[config.mk]
export PLATFORM = sky130hd
export DESIGN_NAME = flu_rewrite_4b
export DESIGN_NICKNAME = d
export VERILOG_FILES = /design/src/rtl/flu_rewrite_4b_pkg.sv /design/src/rtl/flu_rewrite_4b_mask.sv /design/src/rtl/flu_rewrite_4b.sv
export SDC_FILE = /design/constraint.sdc
export NUM_CORES = 2
export LEC_CHECK = 0
export BUFFER_PORTS_ARGS = -buffer_cell sky130_fd_sc_hd__buf_4
export CAP_MARGIN = 20
export CORE_MARGIN = 1.5
export CORE_UTILIZATION = 35
export CTS_CLUSTER_DIAMETER = 80
export CTS_CLUSTER_SIZE = 10
export DETAILED_ROUTE_END_ITERATION = 7
export PLACE_DENSITY = 0.55
export REMOVE_ABC_BUFFERS = 1
export SKIP_CTS_REPAIR_TIMING = 1
export SLEW_MARGIN = 10
export SYNTH_ARGS = -nofsm -noshare
export SYNTH_HDL_FRONTEND = slang
export SYNTH_SLANG_ARGS = --single-unit
[constraint.sdc]
create_clock -name CLK -period 6.9 [get_ports CLK]
set_input_delay 0.69 -clock CLK [delete_from_list [all_inputs] [get_ports CLK]]
set_output_delay 0.69 -clock CLK [all_outputs]
set_load 0.02 [all_outputs]
[src/rtl/flu_rewrite_4b_pkg.sv]
// Shared constants, log2 helper and per-frame rewrite context for flu_rewrite_4b.
// The context mask field is only driven from a port when FLU_REWRITE_4B_MASK_EN is defined.
package flu_rewrite_4b_pkg;

    function automatic int flu_log2(input int n);
        int r;
        r = 0;
        for (int i = 0; i < 31; i++) begin
            if ((1 << i) < n) r = i + 1;
        end
        return r;
    endfunction

    localparam int FLU_DATA_WIDTH    = 512;
    localparam int FLU_SOP_POS_WIDTH = 3;
    localparam int FLU_OFFSET_WIDTH  = 10;

    localparam int BYTES         = FLU_DATA_WIDTH / 8;
    localparam int BLK_BYTES     = BYTES >> FLU_SOP_POS_WIDTH;
    localparam int EOP_POS_WIDTH = flu_log2(BYTES);
    localparam int CTX_OFF_W     = FLU_OFFSET_WIDTH;

    typedef struct packed {
        logic [CTX_OFF_W-1:0] offset;
        logic [31:0]          data;
        logic                 enable;
        logic [3:0]           mask;
    } ctx_t;

endpackage

[src/rtl/flu_rewrite_4b_mask.sv]
// Combinational per-byte write decision: which bytes of the current word fall inside
// a frame's 4-byte write span, and which context/lane supplies each replaced byte.
module flu_rewrite_4b_mask
    import flu_rewrite_4b_pkg::*;
#(
    parameter int NBYTES       = BYTES,
    parameter int OFFSET_WIDTH = FLU_OFFSET_WIDTH,
    parameter int EOPW         = EOP_POS_WIDTH
) (
    input  logic                      sop,
    input  logic                      eop,
    input  logic                      active,
    input  logic [EOPW-1:0]           sop_byte,
    input  logic [EOPW-1:0]           eop_pos,
    input  logic [OFFSET_WIDTH:0]     fcnt,
    input  logic [OFFSET_WIDTH-1:0]   cap_off,
    input  logic                      cap_en,
    input  logic [3:0]                cap_mask,
    input  logic [OFFSET_WIDTH-1:0]   new_off,
    input  logic                      new_en,
    input  logic [3:0]                new_mask,
    output logic [NBYTES-1:0]         we,
    output logic [NBYTES-1:0][2:0]    sel
);
    // Wide enough that fcnt + byte index and offset + 3 never wrap.
    localparam int IW = OFFSET_WIDTH + 2 + EOPW;

    logic new_ends;
    assign new_ends = eop && (eop_pos >= sop_byte);

    for (genvar i = 0; i < NBYTES; i++) begin : g_byte
        localparam logic [EOPW-1:0] BI = EOPW'(i);
        logic          own_new;
        logic          en;
        logic          ends_ok;
        logic          in_span;
        logic [3:0]    msk;
        logic [IW-1:0] idx;
        logic [IW-1:0] off;
        logic [IW-1:0] rel;

        assign own_new = sop && (BI >= sop_byte);
        assign idx     = own_new ? IW'(BI - sop_byte) : IW'(fcnt) + IW'(i);
        assign off     = own_new ? IW'(new_off) : IW'(cap_off);
        assign en      = own_new ? new_en : (cap_en && active);
        assign msk     = own_new ? new_mask : cap_mask;
        assign rel     = idx - off;
        assign in_span = (idx >= off) && (rel <= IW'(3));
        // Bytes past the owning frame's EOP are never written.
        assign ends_ok = (own_new ? !new_ends : !eop) || (BI <= eop_pos);
        assign we[i]   = en && in_span && ends_ok && msk[rel[1:0]];
        assign sel[i]  = {own_new, rel[1:0]};
    end

endmodule

[src/rtl/flu_rewrite_4b.sv]
// Overwrites frame bytes OFFSET..OFFSET+3 of an FLU stream with NEW_DATA, one register stage.
// Define FLU_REWRITE_4B_MASK_EN to add the NEW_MASK per-byte write mask port.
module flu_rewrite_4b
    import flu_rewrite_4b_pkg::*;
#(
    parameter int DATA_WIDTH    = FLU_DATA_WIDTH,
    parameter int SOP_POS_WIDTH = FLU_SOP_POS_WIDTH,
    parameter int OFFSET_WIDTH  = FLU_OFFSET_WIDTH,
    localparam int NBYTES       = DATA_WIDTH / 8,
    localparam int EOPW         = flu_log2(DATA_WIDTH / 8)
) (
    input  logic                     CLK,
    input  logic                     RESET,
    input  logic [DATA_WIDTH-1:0]    RX_DATA,
    input  logic [SOP_POS_WIDTH-1:0] RX_SOP_POS,
    input  logic [EOPW-1:0]          RX_EOP_POS,
    input  logic                     RX_SOP,
    input  logic                     RX_EOP,
    input  logic                     RX_SRC_RDY,
    output logic                     RX_DST_RDY,
    input  logic [OFFSET_WIDTH-1:0]  OFFSET,
    input  logic [31:0]              NEW_DATA,
    input  logic                     ENABLE,
`ifdef FLU_REWRITE_4B_MASK_EN
    input  logic [3:0]               NEW_MASK,
`endif
    output logic [DATA_WIDTH-1:0]    TX_DATA,
    output logic [SOP_POS_WIDTH-1:0] TX_SOP_POS,
    output logic [EOPW-1:0]          TX_EOP_POS,
    output logic                     TX_SOP,
    output logic                     TX_EOP,
    output logic                     TX_SRC_RDY,
    input  logic                     TX_DST_RDY
);
    localparam int LOG_BLK = EOPW - SOP_POS_WIDTH;
    localparam int FW      = OFFSET_WIDTH + 1;
    localparam logic [FW-1:0] FCNT_MAX = '1;

    logic                     tx_vld_q, tx_vld_d;
    logic                     tx_sop_q, tx_sop_d;
    logic                     tx_eop_q, tx_eop_d;
    logic [SOP_POS_WIDTH-1:0] tx_sop_pos_q, tx_sop_pos_d;
    logic [EOPW-1:0]          tx_eop_pos_q, tx_eop_pos_d;
    logic [DATA_WIDTH-1:0]    tx_data_q, tx_data_d;
    logic                     active_q, active_d;
    logic [FW-1:0]            fcnt_q, fcnt_d;
    ctx_t                     ctx_q, ctx_d;
    ctx_t                     new_ctx;

    logic                     rx_rdy;
    logic                     rx_fire;
    logic [EOPW-1:0]          sop_byte;
    logic [FW:0]              fcnt_sum;
    logic [NBYTES-1:0]        we;
    logic [NBYTES-1:0][2:0]   sel;
    logic [DATA_WIDTH-1:0]    data_mod;

    assign rx_rdy   = TX_DST_RDY || !tx_vld_q;
    assign rx_fire  = RX_SRC_RDY && rx_rdy;
    assign sop_byte = EOPW'(RX_SOP_POS) << LOG_BLK;

    always_comb begin
        new_ctx.offset = CTX_OFF_W'(OFFSET);
        new_ctx.data   = NEW_DATA;
        new_ctx.enable = ENABLE;
`ifdef FLU_REWRITE_4B_MASK_EN
        new_ctx.mask   = NEW_MASK;
`else
        new_ctx.mask   = 4'hF;
`endif
    end

    flu_rewrite_4b_mask #(
        .NBYTES       (NBYTES),
        .OFFSET_WIDTH (OFFSET_WIDTH),
        .EOPW         (EOPW)
    ) u_mask (
        .sop      (RX_SOP),
        .eop      (RX_EOP),
        .active   (active_q),
        .sop_byte (sop_byte),
        .eop_pos  (RX_EOP_POS),
        .fcnt     (fcnt_q),
        .cap_off  (OFFSET_WIDTH'(ctx_q.offset)),
        .cap_en   (ctx_q.enable),
        .cap_mask (ctx_q.mask),
        .new_off  (OFFSET),
        .new_en   (ENABLE),
        .new_mask (new_ctx.mask),
        .we       (we),
        .sel      (sel)
    );

    // Frame tracking: a new frame starts with the bytes after its SOP block already counted.
    always_comb begin
        active_d = active_q;
        fcnt_d   = fcnt_q;
        ctx_d    = ctx_q;
        fcnt_sum = {1'b0, fcnt_q} + (FW+1)'(NBYTES);
        if (rx_fire) begin
            if (RX_SOP) begin
                active_d = !(RX_EOP && (RX_EOP_POS >= sop_byte));
                fcnt_sum = (FW+1)'(NBYTES) - (FW+1)'(sop_byte);
                ctx_d    = new_ctx;
            end else if (active_q) begin
                active_d = !RX_EOP;
            end
            if (RX_SOP || active_q) begin
                fcnt_d = fcnt_sum[FW] ? FCNT_MAX : fcnt_sum[FW-1:0];
            end
        end
    end

    always_comb begin
        data_mod = RX_DATA;
        for (int i = 0; i < NBYTES; i++) begin
            if (we[i]) begin
                data_mod[8*i +: 8] = sel[i][2] ? new_ctx.data[8*sel[i][1:0] +: 8]
                                               : ctx_q.data[8*sel[i][1:0] +: 8];
            end
        end
    end

    always_comb begin
        tx_vld_d     = tx_vld_q;
        tx_sop_d     = tx_sop_q;
        tx_eop_d     = tx_eop_q;
        tx_sop_pos_d = tx_sop_pos_q;
        tx_eop_pos_d = tx_eop_pos_q;
        tx_data_d    = tx_data_q;
        if (rx_rdy) begin
            tx_vld_d = RX_SRC_RDY;
            if (RX_SRC_RDY) begin
                tx_sop_d     = RX_SOP;
                tx_eop_d     = RX_EOP;
                tx_sop_pos_d = RX_SOP_POS;
                tx_eop_pos_d = RX_EOP_POS;
                tx_data_d    = data_mod;
            end
        end
    end

    always_ff @(posedge CLK) begin
        if (RESET) begin
            tx_vld_q     <= 1'b0;
            tx_sop_q     <= 1'b0;
            tx_eop_q     <= 1'b0;
            tx_sop_pos_q <= '0;
            tx_eop_pos_q <= '0;
            tx_data_q    <= '0;
            active_q     <= 1'b0;
            fcnt_q       <= '0;
            ctx_q        <= '0;
        end else begin
            tx_vld_q     <= tx_vld_d;
            tx_sop_q     <= tx_sop_d;
            tx_eop_q     <= tx_eop_d;
            tx_sop_pos_q <= tx_sop_pos_d;
            tx_eop_pos_q <= tx_eop_pos_d;
            tx_data_q    <= tx_data_d;
            active_q     <= active_d;
            fcnt_q       <= fcnt_d;
            ctx_q        <= ctx_d;
        end
    end

    assign RX_DST_RDY = rx_rdy;
    assign TX_SRC_RDY = tx_vld_q;
    assign TX_SOP     = tx_sop_q;
    assign TX_EOP     = tx_eop_q;
    assign TX_SOP_POS = tx_sop_pos_q;
    assign TX_EOP_POS = tx_eop_pos_q;
    assign TX_DATA    = tx_data_q;

endmodule

==> impl_metrics.tcl <==
set metrics [dict create \
    drt_wl_total_mm 435 \
    violations "design-rule violations" \
    path_max_fanout 19 \
    startpoint "RX_SOP_POS[2]" \
    ys_ff_latch 578 \
    whs_ps 166 \
    worstSetupPathType "primary input to register" \
    finalSetupViolCount 0 \
    fin_crit_sh 0.858 \
    track_usage 0.444 \
    worstHoldStart "RX_DATA[168]" \
    ys_warn_count 0 \
    seq_area_um2 11600 \
    core_area_um2 183000 \
    drv_slew 0 \
    drive_above_1_share 0.217 \
    crit_buf_inv 3 \
    skew_ps 38.8 \
    synthArstFlopShare 0 \
    synthFlopType "dfxtp_1" \
    slew_headroom 0.139 \
    power_density_nw_per_um2 192 \
    hold_viol_final 0 \
    critPathTopFamily "simple AND/OR/NAND/NOR gates" \
    p_comb_frac 0.477 \
    via_count 76600 \
    drtPass1Iterations 8 \
    p_sw_frac 0.442 \
    cap_violations 0 \
    tns_ps 0 \
    yosysSeqAreaShare 0.180 \
    numCtsBuffers 78 \
    drt_iter0_markers 9704 \
    instances_no_fill 11900 \
    dp_hpwl_mm 341 \
    n_fill_cell 18700 \
    crit_cells 15 \
    cts_max_level 3 \
    syn_to_final_growth_pct 22.1 \
    p_leak_nw 33.2 \
    setup.worst_path.start_class "primary input" \
    num_rows 157 \
    avgRoutedWirePerCell_um 36.7 \
    clk_path_buf_depth 3 \
    antenna_found_initial 53 \
    viasPerCell 6.46 \
    reg2reg_depth 17 \
    grt_pass1_vias 71600 \
    cts_tree "done" \
    multi_input_area_um2 49400 \
    cts_num_sinks 578 \
    grt_pass1_wl_mm 585 \
    power_switching_mw 6.68 \
    syn_inst 8505 \
    drtAntennaViolNets 0 \
    grt_max_degree 150 \
    synth_edf_count 0 \
    drc 3 \
    ir_drop_mv 0.160 \
    fp.dieH_um 432 \
    final_nets 10200 \
    internal_power_mw 8.44 \
    required_ps 7570 \
    cp_slowest_cell "nor4_2" \
    hp-class "primary input to register" \
    crit_path_end_kind "register" \
    clock_latency_ps 760 \
    cts.clk_slew.worst_paths_ps 60 \
    finalCoreUtilization 0.430 \
    tightest_slew_ps 1290 \
    cts_root_buf "clkbuf_16" \
    fmaxAchievable_mhz 169 \
    worstReg2RegStart "fcnt_q[3]$_SDFFE_PP0P_" \
    die_area_um2 187000 \
    path_cells "buf_4 > inv_1 > ha_1 > and2_2 > buf_4 > mux2i_1 > ha_1 > or2_1 > a21oi_1 > a31oi_1 > mux2_2 > a22oi_1 > nor4_2 > nand2_1 > o21ai_0" \
    port_buffers 1094 \
    dp.cells 11700 \
    arrival_ps 6590 \
    synth.avg_cell_area_um2 7.57 \
    period_needed_ps 5920 \
    p_clk_frac 0.268 \
    status "complete, but fails checks" \
    grt.overflow.total 0 \
    place_congestion 1.04 \
    rsz0062_at_grt "no" \
    synth_area_um2 64400 \
    slowest_delay_ps 900 \
    start_util 0.352 \
    seq_power_share 0.255 \
    ios 1095 \
    hold_depth 2 \
    ys_types 100 \
    dieWidth_um 432 \
]
-- final cells by class --
class / instances / area share
sequential: 578 / 0.147
antenna: 55 / 0.00175
clock buffer: 87 / 0.0260
inverter: 197 / 0.00943
timing repair buffer: 1484 / 0.145
tap: 2464 / 0.0392
clock inverter: 24 / 0.00401
multi-input combinational: 6967 / 0.628
-- state kept, by name, indices dropped and copies added (netlist names) --
signal / cells
TX_EOP_POS: 6
TX_SOP_POS: 3
TX_SRC_RDY: 1
fcnt_q: 9
active_q: 1
TX_EOP: 1
TX_SOP: 1
ctx_q: 44
TX_DATA: 512
-- per-stage QoR --
stage	setup WS (ps)	total power [mW]	cell area (um2)
after floorplan	-13140	8.00	61500
after global placement	542	10.8	76100
after detailed placement	517	10.8	76100
after CTS	1270	14.9	78500
after global routing	829	15.6	78600
final	978	15.1	78700
-- kinds of logic (layout without fill, tap and decap cells) --
family | after synthesis | in the layout | synth area share
multiplexers | 1145 | 1145 | 0.201
XOR/XNOR | 342 | 342 | 0.0465
other | 0 | 55 | 0
AO/OA/AOI/OAI | 2511 | 2511 | 0.251
flip-flops | 578 | 578 | 0.180
AND/OR/NAND/NOR | 2654 | 2654 | 0.200
adder cells (fa/ha/maj) | 315 | 315 | 0.0636
buffers and inverters | 960 | 1792 | 0.0572
-- cell usage after synthesis (101+ instances only) --
cell,instances,share of area
xnor2_1,204,0.028
nor2_1,475,0.028
a22oi_1,143,0.017
o211ai_1,149,0.017
ha_1,294,0.057
dfxtp_1,578,0.18
o21ai_0,516,0.040
mux4_2,104,0.036
mux2i_1,888,0.14
nand3_1,272,0.021
a21o_1,101,0.012
nand2_1,985,0.057
inv_1,184,0.011
a21oi_1,703,0.055
nor3_1,157,0.012
clkbuf_1,587,0.034
and2_1,102,0.0099
xor2_1,138,0.019
buf_1,129,0.0075
mux2_2,153,0.027
a31oi_1,156,0.015
-- metal layers --
layer	vias to the layer above	track usage	part of all wire
li1	33100	-	-
met4	24	0.448	0.12
met2	4982	0.670	0.43
met3	1371	0.139	0.11
met1	37200	0.482	0.35
met5	-	0.00885	0.00082
-- cell usage in the layout (no fill, tap or decap), types with 55 or more instances in the layout --
cell type,Yosys,layout
nand3b_1,64,64
diode_2,0,55
a21oi_1,703,702
o21ai_0,516,515
or3_1,85,85
a21o_1,101,101
a31oi_1,156,155
clkbuf_16,0,79
xnor2_1,204,204
mux4_2,104,104
xor2_1,138,138
a22oi_1,143,143
a211oi_1,73,72
nand2_1,985,983
mux2i_1,888,888
dfxtp_1,578,574
and3_1,78,78
nand4_1,58,58
o211ai_1,149,149
o21a_1,61,61
nor3_1,157,153
and2_1,102,99
nor2b_1,73,70
buf_4,5,1464
nand2b_1,63,63
nand3_1,272,271
nor2_1,475,470
mux2_2,153,153
ha_1,294,293
inv_1,184,183
-- path summary, 6_finish.rpt --
check	to	slack, ps
max	TX_DATA[111]$_SDFFE_PP0P_	980
min reg2reg	TX_DATA[77]$_SDFFE_PP0P_	440
max reg2reg	TX_DATA[359]$_SDFFE_PP0P_	1060
min	TX_DATA[168]$_SDFFE_PP0P_	170
-- power by group through the flow --
| stage | sequential (mW) | clock [mW] | combinational (mW) |
|---|---|---|---|
| 2_1_floorplan | 3.98 | 0 | 4.01 |
| 3_3_place_gp | 3.90 | 0 | 6.93 |
| 3_5_place_dp | 3.90 | 0 | 6.95 |
| 4_1_cts | 3.83 | 4.06 | 6.98 |
| 5_1_grt | 3.85 | 4.18 | 7.56 |
| 6_report | 3.85 | 4.06 | 7.20 |
Power figures use the tool's default switching activity.
